$ cat src/rtl/tag_rx_sched_if.sv
// Purpose: bundles the control/status signals between tag_rx_sched and its neighbours
//          (peak detector, sample strobe, RX output mux, front-panel GPIO).
// Ports:   slave = scheduler side (samples run_rx/in_valid/peak_stb, drives status);
//          master = environment side (drives run_rx/in_valid/peak_stb, observes status).
interface tag_rx_sched_if #(
    parameter int NLOC_PER_SYNC  = 3,
    parameter int REG_WIDTH      = 12,
    parameter int SYNC_CNT_WIDTH = 16
);
    localparam int LOC_W = (NLOC_PER_SYNC > 1) ? $clog2(NLOC_PER_SYNC) : 1;

    logic                      run_rx;
    logic                      in_valid;
    logic                      peak_stb;
    logic [1:0]                rx_state;
    logic                      rx_trig;
    logic                      rx_out_mux;
    logic                      capture_valid;
    logic [LOC_W-1:0]          loc_idx;
    logic [SYNC_CNT_WIDTH-1:0] sync_count;
    logic                      timeout_err;
    logic [REG_WIDTH-1:0]      fp_gpio_out;
    logic [REG_WIDTH-1:0]      fp_gpio_ddr;

    modport slave (
        input  run_rx, in_valid, peak_stb,
        output rx_state, rx_trig, rx_out_mux, capture_valid, loc_idx,
               sync_count, timeout_err, fp_gpio_out, fp_gpio_ddr
    );

    modport master (
        output run_rx, in_valid, peak_stb,
        input  rx_state, rx_trig, rx_out_mux, capture_valid, loc_idx,
               sync_count, timeout_err, fp_gpio_out, fp_gpio_ddr
    );
endinterface

$ cat src/rtl/tag_rx_sched.sv
// Purpose: tag RX sequencer: SEARCH for a sync peak, SKIP the rest of the preamble,
//          then run NLOC_PER_SYNC back-to-back CAPTURE windows of NSIG samples each.
// Latency: status outputs registered (1 cycle); capture_valid combinational; GPIO mirror +1 cycle.
// Backpressure: none; counters simply freeze on cycles with in_valid=0.
// Ports:   clk, reset (sync, active-high); bus = tag_rx_sched_if.slave (run_rx, in_valid,
//          peak_stb in; rx_state, rx_trig, rx_out_mux, capture_valid, loc_idx, sync_count,
//          timeout_err, fp_gpio_out, fp_gpio_ddr out).
module tag_rx_sched #(
    parameter int NSYNC_SKIP     = 32768,
    parameter int NSIG           = 262144,
    parameter int NLOC_PER_SYNC  = 3,
    parameter int TIMEOUT        = 1048576,
    parameter int REG_WIDTH      = 12,
    parameter int SYNC_CNT_WIDTH = 16
) (
    input  logic             clk,
    input  logic             reset,
    tag_rx_sched_if.slave    bus
);
    localparam int LOC_W = (NLOC_PER_SYNC > 1) ? $clog2(NLOC_PER_SYNC) : 1;
    // One sample counter serves both SKIP and CAPTURE, so size it for the longer phase.
    localparam int MAXC  = (NSYNC_SKIP > NSIG) ? NSYNC_SKIP : NSIG;
    localparam int CNT_W = (MAXC > 1) ? $clog2(MAXC) : 1;
    localparam int TMO_W = $clog2(TIMEOUT);

    localparam logic [CNT_W-1:0] SKIP_LAST = CNT_W'(NSYNC_SKIP - 1);
    localparam logic [CNT_W-1:0] SIG_LAST  = CNT_W'(NSIG - 1);
    localparam logic [TMO_W-1:0] TMO_LAST  = TMO_W'(TIMEOUT - 1);
    localparam logic [LOC_W-1:0] LOC_LAST  = LOC_W'(NLOC_PER_SYNC - 1);

    typedef enum logic [1:0] {
        ST_IDLE    = 2'd0,
        ST_SEARCH  = 2'd1,
        ST_SKIP    = 2'd2,
        ST_CAPTURE = 2'd3
    } state_t;

    state_t                    state_q, state_d;
    logic [CNT_W-1:0]          samp_cnt_q, samp_cnt_d;
    logic [TMO_W-1:0]          tmo_cnt_q, tmo_cnt_d;
    logic [LOC_W-1:0]          loc_idx_q, loc_idx_d;
    logic [SYNC_CNT_WIDTH-1:0] sync_cnt_q, sync_cnt_d;
    logic                      rx_trig_q, rx_trig_d;
    logic                      rx_out_mux_q, rx_out_mux_d;
    logic                      timeout_err_q, timeout_err_d;
    logic [REG_WIDTH-1:0]      gpio_q, gpio_d;

    always_ff @(posedge clk) begin
        if (reset) begin
            state_q       <= ST_IDLE;
            samp_cnt_q    <= '0;
            tmo_cnt_q     <= '0;
            loc_idx_q     <= '0;
            sync_cnt_q    <= '0;
            rx_trig_q     <= 1'b0;
            rx_out_mux_q  <= 1'b0;
            timeout_err_q <= 1'b0;
            gpio_q        <= '0;
        end else begin
            state_q       <= state_d;
            samp_cnt_q    <= samp_cnt_d;
            tmo_cnt_q     <= tmo_cnt_d;
            loc_idx_q     <= loc_idx_d;
            sync_cnt_q    <= sync_cnt_d;
            rx_trig_q     <= rx_trig_d;
            rx_out_mux_q  <= rx_out_mux_d;
            timeout_err_q <= timeout_err_d;
            gpio_q        <= gpio_d;
        end
    end

    always_comb begin
        state_d       = state_q;
        samp_cnt_d    = samp_cnt_q;
        tmo_cnt_d     = tmo_cnt_q;
        loc_idx_d     = loc_idx_q;
        sync_cnt_d    = sync_cnt_q;
        rx_trig_d     = 1'b0;          // trigger and timeout are single-cycle pulses
        rx_out_mux_d  = rx_out_mux_q;
        timeout_err_d = 1'b0;

        if (state_q == ST_IDLE) begin
            if (bus.run_rx) begin
                state_d    = ST_SEARCH;
                samp_cnt_d = '0;
                tmo_cnt_d  = '0;
            end
        end else if (!bus.run_rx) begin
            // Abort: everything but the sync count goes back to rest; no trigger escapes.
            state_d      = ST_IDLE;
            samp_cnt_d   = '0;
            tmo_cnt_d    = '0;
            loc_idx_d    = '0;
            rx_out_mux_d = 1'b0;
        end else begin
            unique case (state_q)
                ST_SEARCH: begin
                    // A peak beats a coincident timeout, and does not need in_valid.
                    if (bus.peak_stb) begin
                        state_d    = ST_SKIP;
                        sync_cnt_d = sync_cnt_q + SYNC_CNT_WIDTH'(1);
                        samp_cnt_d = '0;
                    end else if (bus.in_valid) begin
                        if (tmo_cnt_q == TMO_LAST) begin
                            timeout_err_d = 1'b1;
                            tmo_cnt_d     = '0;
                        end else begin
                            tmo_cnt_d = tmo_cnt_q + TMO_W'(1);
                        end
                    end
                end
                ST_SKIP: begin
                    if (bus.in_valid) begin
                        if (samp_cnt_q == SKIP_LAST) begin
                            state_d      = ST_CAPTURE;
                            samp_cnt_d   = '0;
                            loc_idx_d    = '0;
                            rx_out_mux_d = 1'b1;
                            rx_trig_d    = 1'b1;
                        end else begin
                            samp_cnt_d = samp_cnt_q + CNT_W'(1);
                        end
                    end
                end
                ST_CAPTURE: begin
                    if (bus.in_valid) begin
                        if (samp_cnt_q == SIG_LAST) begin
                            samp_cnt_d = '0;
                            if (loc_idx_q < LOC_LAST) begin
                                loc_idx_d = loc_idx_q + LOC_W'(1);
                                rx_trig_d = 1'b1;
                            end else begin
                                state_d      = ST_SEARCH;
                                loc_idx_d    = '0;
                                rx_out_mux_d = 1'b0;
                                tmo_cnt_d    = '0;
                            end
                        end else begin
                            samp_cnt_d = samp_cnt_q + CNT_W'(1);
                        end
                    end
                end
                default: state_d = ST_IDLE;
            endcase
        end
    end

    // GPIO mirrors the registered status, so it trails it by one cycle.
    always_comb begin
        gpio_d              = '0;
        gpio_d[1:0]         = state_q;
        gpio_d[2]           = rx_trig_q;
        gpio_d[3 +: LOC_W]  = loc_idx_q;
    end

    assign bus.rx_state      = state_q;
    assign bus.rx_trig       = rx_trig_q;
    assign bus.rx_out_mux    = rx_out_mux_q;
    assign bus.capture_valid = bus.in_valid && (state_q == ST_CAPTURE);
    assign bus.loc_idx       = loc_idx_q;
    assign bus.sync_count    = sync_cnt_q;
    assign bus.timeout_err   = timeout_err_q;
    assign bus.fp_gpio_out   = gpio_q;
    assign bus.fp_gpio_ddr   = '1;
endmodule
$ cat src/flat_wrapper.sv
// flat-port wrapper written by rule: the top's interface ports become plain ports
module tag_rx_sched_flat 
#(
    parameter int NSYNC_SKIP     = 32768,
    parameter int NSIG           = 262144,
    parameter int NLOC_PER_SYNC  = 3,
    parameter int TIMEOUT        = 1048576,
    parameter int REG_WIDTH      = 12,
    parameter int SYNC_CNT_WIDTH = 16
)
  (clk, reset, bus_run_rx, bus_in_valid, bus_peak_stb, bus_rx_state, bus_rx_trig, bus_rx_out_mux, bus_capture_valid, bus_loc_idx, bus_sync_count, bus_timeout_err, bus_fp_gpio_out, bus_fp_gpio_ddr);
  tag_rx_sched_if #(.NLOC_PER_SYNC(NLOC_PER_SYNC), .REG_WIDTH(REG_WIDTH), .SYNC_CNT_WIDTH(SYNC_CNT_WIDTH)) bus_i ();
  input  logic clk;
  input  logic reset;
  input wire logic [$bits(bus_i.run_rx)-1:0] bus_run_rx;
  input wire logic [$bits(bus_i.in_valid)-1:0] bus_in_valid;
  input wire logic [$bits(bus_i.peak_stb)-1:0] bus_peak_stb;
  output wire logic [$bits(bus_i.rx_state)-1:0] bus_rx_state;
  output wire logic [$bits(bus_i.rx_trig)-1:0] bus_rx_trig;
  output wire logic [$bits(bus_i.rx_out_mux)-1:0] bus_rx_out_mux;
  output wire logic [$bits(bus_i.capture_valid)-1:0] bus_capture_valid;
  output wire logic [$bits(bus_i.loc_idx)-1:0] bus_loc_idx;
  output wire logic [$bits(bus_i.sync_count)-1:0] bus_sync_count;
  output wire logic [$bits(bus_i.timeout_err)-1:0] bus_timeout_err;
  output wire logic [$bits(bus_i.fp_gpio_out)-1:0] bus_fp_gpio_out;
  output wire logic [$bits(bus_i.fp_gpio_ddr)-1:0] bus_fp_gpio_ddr;
  assign bus_i.run_rx = bus_run_rx;
  assign bus_i.in_valid = bus_in_valid;
  assign bus_i.peak_stb = bus_peak_stb;
  assign bus_rx_state = bus_i.rx_state;
  assign bus_rx_trig = bus_i.rx_trig;
  assign bus_rx_out_mux = bus_i.rx_out_mux;
  assign bus_capture_valid = bus_i.capture_valid;
  assign bus_loc_idx = bus_i.loc_idx;
  assign bus_sync_count = bus_i.sync_count;
  assign bus_timeout_err = bus_i.timeout_err;
  assign bus_fp_gpio_out = bus_i.fp_gpio_out;
  assign bus_fp_gpio_ddr = bus_i.fp_gpio_ddr;
  tag_rx_sched #(.NSYNC_SKIP(NSYNC_SKIP), .NSIG(NSIG), .NLOC_PER_SYNC(NLOC_PER_SYNC), .TIMEOUT(TIMEOUT), .REG_WIDTH(REG_WIDTH), .SYNC_CNT_WIDTH(SYNC_CNT_WIDTH)) u_core (.clk(clk), .reset(reset), .bus(bus_i));
endmodule
$ cat config.mk
export PLATFORM = sky130hd
export DESIGN_NAME = tag_rx_sched_flat
export DESIGN_NICKNAME = d
export VERILOG_FILES = /design/src/rtl/tag_rx_sched_if.sv /design/src/rtl/tag_rx_sched.sv /design/src/flat_wrapper.sv
export SDC_FILE = /design/constraint.sdc
export NUM_CORES = 1
export LEC_CHECK = 0
export BUFFER_PORTS_ARGS = -buffer_cell sky130_fd_sc_hd__buf_2
export CORE_MARGIN = 4
export CORE_UTILIZATION = 53
export CTS_CLUSTER_SIZE = 10
export DETAILED_ROUTE_END_ITERATION = 12
export PLACE_DENSITY = 0.81
export SYNTH_ARGS = -nofsm -noshare
export SYNTH_HDL_FRONTEND = slang
export SYNTH_SLANG_ARGS = --single-unit
$ cat constraint.sdc
create_clock -name clk -period 3.1 [get_ports clk]
set_clock_uncertainty 0.15 [all_clocks]
set_input_delay 0.31 -clock clk [delete_from_list [all_inputs] [get_ports clk]]
set_output_delay 0.31 -clock clk [all_outputs]
set_load 0.02 [all_outputs]
## Yosys cells after proc, flatten, opt, wreduce, memory -nomap -nowiden

Index checks and enable logic that the tools add are counted.

| cells by class | value |
|---|---|
| add/sub/neg operators | 4 |
| magnitude comparators | 1 |
| equality and inequality tests | 23 |
| mux-type cells | 50 |
| bitwise operators | 4 |
| reductions and logical operators | 10 |

Operators with widths:

| cell | count |
|---|---|
| 2-to-1 mux 20 bit | 9 |
| 2-to-1 mux 18 bit | 8 |
| one-hot mux 18 bit (3 select lines) | 1 |
| one-hot mux 20 bit (2 select lines) | 1 |
| 2-to-1 mux 2 bit | 15 |
| != test 4 x 3 -> 1 bit, second input constant | 6 |
| AND reduction 7 bit | 3 |
| adder 20 x 1 -> 20 bit, second input constant | 1 |
| == test 20 bit, second input constant | 1 |
| adder 18 x 1 -> 18 bit, second input constant | 1 |
| == test 18 x 15 -> 1 bit, second input constant | 1 |
| == test 18 bit, second input constant | 1 |
| adder 16 x 1 -> 16 bit, second input constant | 1 |
| 2-to-1 mux 1 bit | 12 |
| != test 3 bit, second input constant | 3 |
| != test 4 x 2 -> 1 bit, second input constant | 2 |
| != test 3 x 2 -> 1 bit, second input constant | 2 |
| one-hot mux 2 bit (3 select lines) | 1 |
| AND reduction 6 bit | 1 |
| OR reduction 6 bit | 1 |
| != test 5 x 1 -> 1 bit, second input constant | 1 |
| AND reduction 5 bit | 1 |
| == test 2 bit, second input constant | 2 |
| != test 4 x 1 -> 1 bit, second input constant | 1 |
| 12 further kinds | 16 |

| storage, ports and cells | value |
|---|---|
| register bits | 73 |
| input port bits | 5 |
| output and inout bits | 48 |
| logic and storage cells | 102 |

## Depth between registers and ports, before layout

| depth | value |
|---|---|
| depth in word-level cells | 7 |
| gate-level depth with buffers | 11 |
| depth with buffers taken out | 8 |

## Worst setup path before layout

No wires, ideal clock.

| timing path | value |
|---|---|
| path type | register to register |
| start | register u_core.state_q[0], in the netlist u_core.bus.rx_state[0] |
| end | register u_core.samp_cnt_q[6] |
| setup time | 121 ps |
| arrival time | 2581 ps |
| required time | 2829 ps |
| path slack | 248 ps |
| stages on the path, launching flop included | 11 |
| buffers on the path | 2 |
| period minus slack after synthesis | 2852 ps |
| path through | dfxtp_1 -> clkbuf_1 -> inv_1 -> ha_1 -> or3b_2 -> nor3_1 -> or3_1 -> clkbuf_1 -> or3_1 -> xor2_1 -> nor2_1 |

| between the ends | value |
|---|---|
| longest elaborated chain between the ends | 4 |
| elaborated cells between the ends (all ways) | 13 |
| classes of those cells | eq/ne: 8; mux: 3; reduce/logical: 2 |

RTL lines:

| element | RTL line | source |
|---|---|---|
| start: declaration | tag_rx_sched.sv:38 | `state_t state_q, state_d;` |
| start signal: assignment | tag_rx_sched.sv:60 | `state_q <= state_d;` |
| == test 2 bit / == test 2 x 1 -> 1 bit (equally long branches) | tag_rx_sched.sv:96 | `unique case (state_q)` |
| one-hot mux 18 bit (3 select lines) | tag_rx_sched.sv:96 |  |
| 2-to-1 mux 18 bit | tag_rx_sched.sv:88 | `end else if (!bus.run_rx) begin` |
| 2-to-1 mux 18 bit | tag_rx_sched.sv:82 | `if (state_q == ST_IDLE) begin` |
| end signal: assignment | tag_rx_sched.sv:61 | `samp_cnt_q <= samp_cnt_d;` |
| end: declaration | tag_rx_sched.sv:39 | `logic [CNT_W-1:0] samp_cnt_q, samp_cnt_d;` |

Several ways; a longest one is shown, not always the timed one.
A chain may end at the register's enable or synchronous reset.

## Worst setup path after layout

| timing path | value |
|---|---|
| start | register u_core.state_q[1], in the netlist u_core.bus.rx_state[1] |
| end | register u_core.samp_cnt_q[6] |

The elaborated chain is that of the path after synthesis.

==> results.json <==
{
  "hp-class": "input pin to register",
  "r2r_slack_ns": 0.24,
  "synth_edf_count": 0,
  "vdd_drop_max_uv": 278,
  "die_h_um": 89.4,
  "critical_path.startpoint": "u_core.bus.rx_state[1]",
  "synthTopCellsByArea": "dfxtp_1 38%, nor2_1 6.5%, xor2_1 6.2%",
  "power.density_nw_per_um2": 461,
  "cts_tree": "done",
  "multiInputGateArea_um2": 2000,
  "antennaDiodeCount": 0,
  "path_clk_slew_ns": 0.07,
  "post_cts_resized": 0,
  "dp_hpwl_um": 5410,
  "relSlewSlack": 0.504,
  "drc": 0,
  "cp_cell_sequence": "inv_1 > ha_1 > or3b_2 > nor3_1 > buf_4 > or3_1 > or3_1 > xor2_1 > nor2_1",
  "clock_path_buffers": 2,
  "synth.most_common_cell": "dfxtp_1",
  "arrival_ns": 2.93,
  "cp-end-kind": "register",
  "fmax_ghz": 0.349,
  "cts_htree_levels": 3,
  "dieArea_um2": 7990,
  "min_delay_path_depth": 3,
  "grtUsageTotal": 0.203,
  "grt_first_pass_wirelength_um": 12800,
  "io_pins": 53,
  "wl_um": 7510,
  "slew_violations": 0,
  "tns_ns": 0,
  "drt_first_iter_violations": 161,
  "yosysTopAreaCell": "dfxtp_1",
  "rsz0062_at_grt": "false",
  "clock_latency_ns": 0.34,
  "period_share": 0.923,
  "route.detailed.wl_per_inst_um": 13.9,
  "worstHoldStart": "bus_peak_stb",
  "sequentialPowerShare": 0.476,
  "timing.rr.start": "u_core.bus.rx_state[1]",
  "rr_worst_depth": 9,
  "drive_above_1_share": 0.138,
  "floorplan.rows": 29,
  "hold_viol_final": 0,
  "vias": 3065,
  "power.leakage_nw": 1.53,
  "synth_seq_area_share": 0.376,
  "required_ns": 3.17,
  "internal_power_mw": 1.34,
  "path_class": "register to register",
  "critPathTopFamily": "simple AND/OR/NAND/NOR gates",
  "cts.sinks": 66,
  "reg2reg_to": "u_core.samp_cnt_q[6]",
  "port_buffers": 33,
  "cpMostUsedCell": "or3_1",
  "synth_top_area_share": 0.376,
  "antenna_found_initial": 0,
  "synthesis.area_um2": 3510,
  "crit_buf_inv": 2,
  "synth_cell_types": 54,
  "power_mw": 1.80,
  "cap_violations": 0,
  "cts_inserted_buffers": 9,
  "p_switching_uw": 457,
  "finalSetupViolCount": 0,
  "finalWeightedCongestion": 0.871,
  "fill_cells": 583,
  "core_um2": 6390,
  "worstSetupStartpointType": "register",
  "layout_min_cycle_time_ns": 2.86,
  "grt_overflow": 0,
  "regArea_um2": 1320,
  "grt_start_max_net_pins": 42,
  "crit_fanout": 11,
  "cts_root_buf": "clkbuf_8",
  "path_depth": 9,
  "cts_hold_buf": 0,
  "syn_avg_cell_area_um2": 8.24,
  "hold_end": "u_core.bus.timeout_err",
  "yosysWarningCount": 0,
  "p_clk_frac": 0.422,
  "p_sw_frac": 0.254,
  "ant_nets": 0,
  "start_util": 0.550,
  "synth_flop_cell": "dfxtp_1",
  "via_per_inst": 5.65,
  "area.growth.synth_to_final_pct": 11.1,
  "status": "finished, final reports clean",
  "crit_path_top_delay_cell": "dfxtp_1",
  "synth_seq_cells": 66,
  "die_w_um": 89.4,
  "post-cts-setup-buffer-count": 0,
  "nNetsFinal": 474,
  "cpPeakStageDelay_ns": 0.56,
  "drtPass1Iterations": 5,
  "worst_pin_slew_ns": 0.744,
  "grt_pass1_vias": 2819,
  "synth_cells": 426,
  "async_reset_ff_frac": 0,
  "ys_top_cells_by_count": "66 x dfxtp_1, 61 x nor2_1, 26 x nand2_1",
  "pwr-share-comb": 0.102
}
worst max path at each step:
stage	to	slack, ns
2_1_floorplan	u_core.samp_cnt_q[6]	0.25
3_3_place_gp	u_core.bus.sync_count[15]	0.35
3_5_place_dp	u_core.samp_cnt_q[11]	0.29
4_1_cts	u_core.samp_cnt_q[11]	0.27
5_1_grt	u_core.samp_cnt_q[16]	0.04
6_report	u_core.samp_cnt_q[6]	0.24
cells in the final DEF, fill, tap and decap left out, types with 6 or more instances in the layout:
| cell type | n |
|---|---|
| nor3_1 | 9 |
| buf_4 | 9 |
| ha_1 | 9 |
| and3_1 | 14 |
| nand2_1 | 26 |
| clkbuf_8 | 12 |
| and4_1 | 7 |
| nand4_1 | 16 |
| a21oi_1 | 20 |
| inv_1 | 9 |
| xnor2_1 | 11 |
| o21ai_0 | 14 |
| xor2_1 | 25 |
| nand3_1 | 23 |
| nor2b_1 | 7 |
| or4_1 | 6 |
| dfxtp_1 | 66 |
| buf_2 | 33 |
| or3_1 | 10 |
| nor2_1 | 61 |
| conb_1 | 19 |
cell type report:
type,instances,area share
flip-flops and latches,66,0.339
inverters,9,0.00866
clock buffers,12,0.0423
multi-input cells,332,0.513
well taps,77,0.0247
repair buffers,42,0.0597
clock inverters,4,0.0125
kinds of logic (layout without fill, tap and decap cells):
logic type / after synthesis / after routing / share of synthesized area
and+or+nand+nor: 203 / 203 / 0.303
DFF: 66 / 66 / 0.376
AOI/OAI and AO/OA: 61 / 61 / 0.112
buffers and inverters: 45 / 67 / 0.0734
xor gates and xnor gates: 36 / 36 / 0.0898
adders and majority gates: 9 / 9 / 0.0321
muxes: 4 / 4 / 0.0118
other: 2 / 19 / 0.00214
per-stage QoR:
step / area, µm² / instances / setup slack, ns / utilization / hold slack, ns
4_1_cts: 3890 / 542 / 0.274 / 0.610 / 0.188
2_1_floorplan: 3570 / 443 / 0.248 / - / 0.251
6_report: 3900 / 542 / 0.238 / 0.611 / 0.201
3_3_place_gp: 3680 / 526 / 0.352 / 0.576 / 0.297
3_5_place_dp: 3680 / 526 / 0.292 / 0.576 / 0.312
5_1_grt: 3900 / 542 / 0.0353 / 0.611 / 0.212
per-layer routing:
metal,vias to the layer above,global-route usage,share of wire
met5,-,0,0
met4,0,0.0880,0.016
met3,13,0.0442,0.067
met2,104,0.309,0.44
met1,1411,0.275,0.47
li1,1537,-,-
flip-flops by register name, indices dropped and copies added (netlist names):
register                cells
u_core.bus.rx_out_mux       1
u_core.bus.rx_trig          1
u_core.bus.timeout_err      1
u_core.samp_cnt_q          18
u_core.tmo_cnt_q           20
u_core.bus.fp_gpio_out      5
u_core.bus.sync_count      16
u_core.bus.rx_state         2
u_core.bus.loc_idx          2
power groups by stage:
stage               Clock [mW]  Combinational, mW  Sequential (mW)
floorplan                    0              0.150            0.879
finish                   0.760              0.183            0.857
global placement             0              0.175            0.876
detailed placement           0              0.177            0.876
CTS                      0.772              0.179            0.856
global route             0.809              0.202            0.857
worst reg2reg max path: stages, from the launching register on:
cell     delay (ns)
dfxtp_1        0.56
inv_1          0.16
ha_1           0.23
or3b_2         0.49
nor3_1         0.26
buf_4          0.18
or3_1          0.30
or3_1          0.20
xor2_1         0.16
nor2_1         0.05
Power figures use the tool's default switching activity.
